[config.mk]
export PLATFORM = sky130hd
export DESIGN_NAME = uart_frame_receiver_flat
export DESIGN_NICKNAME = d
export VERILOG_FILES = /design/src/rtl/uart_frame_receiver_if.sv /design/src/rtl/uart_frame_receiver.sv /design/src/flat_wrapper.sv
export SDC_FILE = /design/constraint.sdc
export NUM_CORES = 1
export LEC_CHECK = 0
export CORE_UTILIZATION = 58
export CTS_CLUSTER_SIZE = 24
export DETAILED_ROUTE_END_ITERATION = 8
export HOLD_SLACK_MARGIN = 0.03
export PLACE_DENSITY = 0.78
export REMOVE_ABC_BUFFERS = 1
export SETUP_SLACK_MARGIN = 0.5
export SLEW_MARGIN = 20
export SYNTH_ARGS = -nofsm -noshare
export SYNTH_HDL_FRONTEND = slang
export SYNTH_SLANG_ARGS = --single-unit
[constraint.sdc]
create_clock -name iClock -period 6.1 [get_ports iClock]
set_clock_uncertainty 0.2 [all_clocks]
set_input_delay 0.61 -clock iClock [delete_from_list [all_inputs] [get_ports iClock]]
set_output_delay 0.61 -clock iClock [all_outputs]
set_load 0.02 [all_outputs]
[src/rtl/uart_frame_receiver_if.sv]
// Byte-strobe input and frame-result output bundle for uart_frame_receiver.
// The master modport is the producer/consumer side; the slave modport is the receiver.
interface uart_frame_receiver_if #(
    parameter int DWIDTH = 8,
    parameter int FW     = 64
);
    logic [DWIDTH-1:0] iRxData;
    logic              iRxDone;
    logic              oRecvReception;
    logic [FW-1:0]     oRecvDatas;
    logic              oRecvDone;
    logic              oRecvTimeout;
    logic              oRecvError;

    modport master (
        output iRxData, iRxDone,
        input  oRecvReception, oRecvDatas, oRecvDone, oRecvTimeout, oRecvError
    );

    modport slave (
        input  iRxData, iRxDone,
        output oRecvReception, oRecvDatas, oRecvDone, oRecvTimeout, oRecvError
    );
endinterface

[src/rtl/uart_frame_receiver.sv]
// Assembles BYTES UART bytes (LSB byte first) into one frame, with an inter-byte timeout.
// Define UART_FRAME_RX_CHECKSUM_EN to expect a trailing modulo-2^DWIDTH sum byte per frame.
module uart_frame_receiver #(
    parameter int SCYCLE   = 50_000_000,
    parameter int BAUDRATE = 9600,
    parameter int BYTES    = 8,
    parameter int DWIDTH   = 8,
    parameter int TIMEOUT  = 2 * 10 * SCYCLE / BAUDRATE
) (
    input logic                  iClock,
    input logic                  iReset,
    uart_frame_receiver_if.slave rx
);
    localparam int FRAME_W = BYTES * DWIDTH;
`ifdef UART_FRAME_RX_CHECKSUM_EN
    localparam int FRAME_LEN = BYTES + 1;
    localparam int CW        = 6;
`else
    localparam int FRAME_LEN = BYTES;
    localparam int CW        = 5;
`endif
    localparam int TW = $clog2(TIMEOUT);

    typedef enum logic [0:0] {IDLE = 1'b0, RECV = 1'b1} state_t;

    state_t               state_r, state_s;
    logic [CW-1:0]        cnt_r, cnt_s, idx_s;
    logic [TW-1:0]        tmo_r, tmo_s;
    logic [FRAME_W-1:0]   shadow_r, shadow_s;
    logic [FRAME_W-1:0]   datas_r, datas_s;
    logic                 done_r, done_s;
    logic                 timeout_r, timeout_s;
    logic                 reception_r;
`ifdef UART_FRAME_RX_CHECKSUM_EN
    logic [DWIDTH-1:0]    sum_r, sum_s;
    logic                 error_r, error_s;
`endif

    // Next-state, byte placement, completion and timeout decisions.
    always_comb begin
        state_s   = state_r;
        cnt_s     = cnt_r;
        tmo_s     = '0;
        shadow_s  = shadow_r;
        datas_s   = datas_r;
        done_s    = 1'b0;
        timeout_s = 1'b0;
`ifdef UART_FRAME_RX_CHECKSUM_EN
        sum_s     = sum_r;
        error_s   = 1'b0;
`endif
        idx_s = (state_r == RECV) ? cnt_r : '0;
        if (rx.iRxDone) begin
            if (int'(idx_s) < BYTES) begin
                shadow_s[int'(idx_s)*DWIDTH +: DWIDTH] = rx.iRxData;
`ifdef UART_FRAME_RX_CHECKSUM_EN
                sum_s = (state_r == RECV) ? DWIDTH'(sum_r + rx.iRxData) : rx.iRxData;
`endif
            end else begin
                shadow_s = shadow_r;
            end
            if (idx_s == CW'(FRAME_LEN - 1)) begin
`ifdef UART_FRAME_RX_CHECKSUM_EN
                // The checksum byte itself never lands in the frame.
                if (rx.iRxData == sum_r) begin
                    done_s  = 1'b1;
                    datas_s = shadow_r;
                end else begin
                    error_s = 1'b1;
                end
`else
                done_s  = 1'b1;
                datas_s = shadow_s;
`endif
                state_s  = IDLE;
                cnt_s    = '0;
                shadow_s = '0;
            end else begin
                state_s = RECV;
                cnt_s   = idx_s + CW'(1);
            end
        end else if (state_r == RECV) begin
            if (tmo_r == TW'(TIMEOUT - 1)) begin
                timeout_s = 1'b1;
                state_s   = IDLE;
                cnt_s     = '0;
                shadow_s  = '0;
            end else begin
                tmo_s = tmo_r + TW'(1);
            end
        end else begin
            tmo_s = '0;
        end
    end

    // State, assembly and output registers.
    always_ff @(posedge iClock or posedge iReset) begin
        if (iReset) begin
            state_r     <= IDLE;
            cnt_r       <= '0;
            tmo_r       <= '0;
            shadow_r    <= '0;
            datas_r     <= '0;
            done_r      <= 1'b0;
            timeout_r   <= 1'b0;
            reception_r <= 1'b0;
`ifdef UART_FRAME_RX_CHECKSUM_EN
            sum_r       <= '0;
            error_r     <= 1'b0;
`endif
        end else begin
            state_r     <= state_s;
            cnt_r       <= cnt_s;
            tmo_r       <= tmo_s;
            shadow_r    <= shadow_s;
            datas_r     <= datas_s;
            done_r      <= done_s;
            timeout_r   <= timeout_s;
            reception_r <= (state_s == RECV);
`ifdef UART_FRAME_RX_CHECKSUM_EN
            sum_r       <= sum_s;
            error_r     <= error_s;
`endif
        end
    end

    assign rx.oRecvReception = reception_r;
    assign rx.oRecvDatas     = datas_r;
    assign rx.oRecvDone      = done_r;
    assign rx.oRecvTimeout   = timeout_r;
`ifdef UART_FRAME_RX_CHECKSUM_EN
    assign rx.oRecvError     = error_r;
`else
    assign rx.oRecvError     = 1'b0;
`endif
endmodule
[src/flat_wrapper.sv]
// flat-port wrapper written by rule: the top's interface ports become plain ports
module uart_frame_receiver_flat 
#(
    parameter int SCYCLE   = 50_000_000,
    parameter int BAUDRATE = 9600,
    parameter int BYTES    = 8,
    parameter int DWIDTH   = 8,
    parameter int TIMEOUT  = 2 * 10 * SCYCLE / BAUDRATE
)
  (iClock, iReset, rx_iRxData, rx_iRxDone, rx_oRecvReception, rx_oRecvDatas, rx_oRecvDone, rx_oRecvTimeout, rx_oRecvError);
  uart_frame_receiver_if #(.DWIDTH(DWIDTH)) rx_i ();
  input logic iClock;
  input logic iReset;
  input wire logic [$bits(rx_i.iRxData)-1:0] rx_iRxData;
  input wire logic [$bits(rx_i.iRxDone)-1:0] rx_iRxDone;
  output wire logic [$bits(rx_i.oRecvReception)-1:0] rx_oRecvReception;
  output wire logic [$bits(rx_i.oRecvDatas)-1:0] rx_oRecvDatas;
  output wire logic [$bits(rx_i.oRecvDone)-1:0] rx_oRecvDone;
  output wire logic [$bits(rx_i.oRecvTimeout)-1:0] rx_oRecvTimeout;
  output wire logic [$bits(rx_i.oRecvError)-1:0] rx_oRecvError;
  assign rx_i.iRxData = rx_iRxData;
  assign rx_i.iRxDone = rx_iRxDone;
  assign rx_oRecvReception = rx_i.oRecvReception;
  assign rx_oRecvDatas = rx_i.oRecvDatas;
  assign rx_oRecvDone = rx_i.oRecvDone;
  assign rx_oRecvTimeout = rx_i.oRecvTimeout;
  assign rx_oRecvError = rx_i.oRecvError;
  uart_frame_receiver #(.SCYCLE(SCYCLE), .BAUDRATE(BAUDRATE), .BYTES(BYTES), .DWIDTH(DWIDTH), .TIMEOUT(TIMEOUT)) u_core (.iClock(iClock), .iReset(iReset), .rx(rx_i));
endmodule
==> impl_metrics.toml <==
[placement]
port_buffers = 77
placed_cells = 1021
gp_congestion = 0.881
dp_hpwl_um = 13900

[clock_network]
holdBufCountCts = 0
clk_pin_slew_ns = 0.06
cts_sinks = 153
numCtsBuffers = 17
h-tree-depth = 4
postCtsSetupRepairBufs = 0
clock-root-buffer = "clkbuf_16"
cts_buffer_depth = 2
clkLatencyLatePin_ns = 0.44
postCtsResizedCells = 0
cts_tree = "built"

[synth]
ys_ff_latch = 153
synth_edf_count = 0
syn_area_sq_um = 8130
synth_cell_types = 56
netlist_instances = 849
syn_avg_cell_area_sq_um = 9.57
ys.flop_type = "dfrtp_1"
yosysWarningCount = 0
synth-seq-area-share = 0.471
async_flop_share = 1.00

[outcome]
status = "complete, no violations"

[timing]
relSlewSlack = 0.311
finalHoldViolations = 0
max_freq_mhz = 243
period_share = 0.674
setup_viol = 0
rsz0062_at_grt = "no"
final.setup.tns_ns = 0
worst_pin_slew_ns = 1.03
min_period_ns = 4.11
slew_violations = 0

[die]
die_h_um = 120
core_area_sq_um = 13500
die_area_sq_um = 14500
rows = 42
die_w_um = 120
num_io_pins = 79
start_util = 0.604

[worst_hold_path]
hold_depth = 2
min_from = "u_core.rx.oRecvDatas[6]$_DFFE_PP0P_"
whs_endpoint = "u_core.rx.oRecvDatas[6]$_DFFE_PP0P_"
min-delay-path-class = "flop to flop"

[worst_setup_path]
crit_type = "flop to flop"
path_cells = "nand2_1 > ha_1 > nand2_1 > ha_1 > and3_1 > and4_1 > a21oi_2 > a221o_1"
crit_required_ns = 6.21
start_kind = "flop"
crit_arrival_ns = 4.22
regToRegSetupSlack_ns = 1.99
rr_worst_depth = 8
rr_startpoint = "u_core.state_r$_DFF_PP0_"
cp_max_fo = 22
crit_path_end_kind = "flop"
cp_slowest_cell = "and4_1"
worstReg2RegEnd = "u_core.rx.oRecvDatas[45]$_DFFE_PP0P_"
max_stage_delay_ns = 0.76

[pwr]
p_clk_frac = 0.272
p_int_w = 0.00244
vdd_drop_max_mv = 0.235
power.switching_w = 0.00154
power.leakage_nw = 3.71
pwr-share-seq = 0.387
combPwrFrac = 0.341
p_per_area_nw_per_um2 = 419
switching_share = 0.387

[run]
cap_violations = 0

[global_route]
grt_start_max_net_pins = 101
track_usage = 0.320
grt_antenna_before_repair = 0
met3_usage = 0.0613
globalRouteOverflowTotal = 0
grt_pass1_vias = 6917
met2_usage = 0.494
use_met1 = 0.443
grt_first_pass_wirelength_um = 36400
grt-busiest-layer = "met2"

[routing]
first_iter_violations = 1006
vias = 7419
wl_um = 22700
ant_nets = 0
wl_per_cell_um = 21.6
drtPass1Iterations = 5
drc = 0
viasPerCell = 7.04

[cells_and_area]
layout.nets = 881
fill_cells = 982
utilization = 0.706
area_growth_pct = 16.8
drive_above_1_share = 0.0843
antennaDiodeCount = 0
stdcell_count = 1054
[registers in the layout, indices dropped and copies added (netlist names)]
| signal | flops |
|---|---|
| u_core.shadow_r | 64 |
| u_core.tmo_r | 17 |
| u_core.rx.oRecvDone | 1 |
| u_core.cnt_r | 5 |
| u_core.state_r | 1 |
| u_core.rx.oRecvDatas | 64 |
| u_core.rx.oRecvTimeout | 1 |
[worst max-delay path by stage]
stage / endpoint / slack [ns] / cells after the start / from
global placement: u_core.shadow_r[26]$_DFFE_PP0P_ / 2.09 / 8 / u_core.state_r$_DFF_PP0_
finish: u_core.rx.oRecvDatas[45]$_DFFE_PP0P_ / 1.99 / 8 / u_core.state_r$_DFF_PP0_
global route: u_core.rx.oRecvDatas[45]$_DFFE_PP0P_ / 1.84 / 8 / u_core.state_r$_DFF_PP0_
detailed placement: u_core.shadow_r[31]$_DFFE_PP0P_ / 1.78 / 8 / u_core.state_r$_DFF_PP0_
floorplan: u_core.rx.oRecvDatas[19]$_DFFE_PP0P_ / 0.19 / 5 / u_core.state_r$_DFF_PP0_
CTS: u_core.shadow_r[26]$_DFFE_PP0P_ / 1.77 / 8 / u_core.state_r$_DFF_PP0_
[layout by cell type (no fill, tap or decap), types with 12 or more instances in the layout]
cell type / count
nor2_1: 30
dfrtp_1: 153
nand4_1: 47
o211ai_1: 108
o311ai_0: 15
nand3_1: 36
o21ai_0: 16
nand2_1: 52
buf_4: 14
a221o_1: 39
clkdlybuf4s50_1: 77
clkbuf_16: 17
a31oi_1: 14
nor3_1: 39
inv_1: 68
or4_1: 12
[power groups by stage]
stage,clock (W),combinational [W],sequential (W)
6_report,0.00108,0.00136,0.00154
4_1_cts,0.00109,0.00133,0.00153
5_1_grt,0.00113,0.00146,0.00157
2_1_floorplan,0,0.000713,0.00160
3_3_place_gp,0,0.00127,0.00152
3_5_place_dp,0,0.00132,0.00154
[metrics by stage]
step                      hold slack, ns  area [sq um]  total power (W)  worst slack (ns)
after floorplan                    0.253          7710          0.00231             0.193
after global routing               0.297          9490          0.00416              1.84
final                              0.286          9490          0.00398              1.99
after global placement             0.264          8850          0.00278              2.09
after CTS                          0.287          9470          0.00395              1.77
after detailed placement           0.265          8860          0.00286              1.78
[layout make-up]
class,instances,area (sq um),share of cell area
clock buffers,17,425,0.0448
clock inverters,15,179,0.0189
inverters,70,268,0.0282
multi-input cells,531,3680,0.388
flip-flops and latches,153,3830,0.403
well taps,176,220,0.0232
repair buffers,92,891,0.0939
[critical path: cells and delay by family, from the launching register on]
family	cells	cell delay [ns]
AOI/OAI and AO/OA	2	0.69
adders and majority gates	2	0.90
DFF	1	0.60
and+or+nand+nor	4	1.58
[layer usage]
metal / up-vias / wire [um]
li1: 3287 / -
met1: 3662 / 9310
met2: 416 / 10900
met3: 54 / 1880
met4: 0 / 623
met5: - / 0
[cell usage after synthesis (2+ instances only)]
library cell    n  area [sq um]
and3_1          5          31.3
o31ai_1         9          67.6
nand2b_1        3          18.8
a311oi_1        6          52.6
o211ai_1      108           811
a31oi_1        14          87.6
o21ai_0        16          80.1
o311ai_0       15           131
and2_1          3          18.8
or4_1          12          90.1
a211oi_1        5          37.5
nand4_1        47           294
or3_1           4          25.0
nand4b_1        2          17.5
xor2_1          9          78.8
nand2_1        53           199
inv_1          69           259
nor2b_1         2          12.5
o311ai_1        5          43.8
nand3_1        37           185
nor4bb_1        2          20.0
dfrtp_1       153          3830
nor2_1         30           113
buf_1           3          11.3
a2111oi_0       4          35.0
ha_1            5          62.6
buf_6           3          33.8
clkbuf_1       59           221
buf_2          28           140
o211ai_2        9           113
nor4_2          2          25.0
or3b_1          2          17.5
nor4_1          2          12.5
a221o_1        39           390
and4_1          5          43.8
xnor2_1         3          26.3
o221ai_1        9          78.8
a21oi_2         4          35.0
nor3_1         39           195
a21oi_1         8          40.0
[kinds of logic after synthesis]
| kind of cell | Yosys count | synth area share |
|---|---|---|
| XOR/XNOR | 12 | 0.0129 |
| adder cells (fa/ha/maj) | 5 | 0.00770 |
| other | 1 | 0.000461 |
| AND/OR/NAND/NOR | 256 | 0.171 |
| AO/OA/AOI/OAI | 257 | 0.253 |
| flip-flops | 153 | 0.471 |
| buffers and inverters | 165 | 0.0839 |
Note: power is estimated with default switching activity, not from simulation.
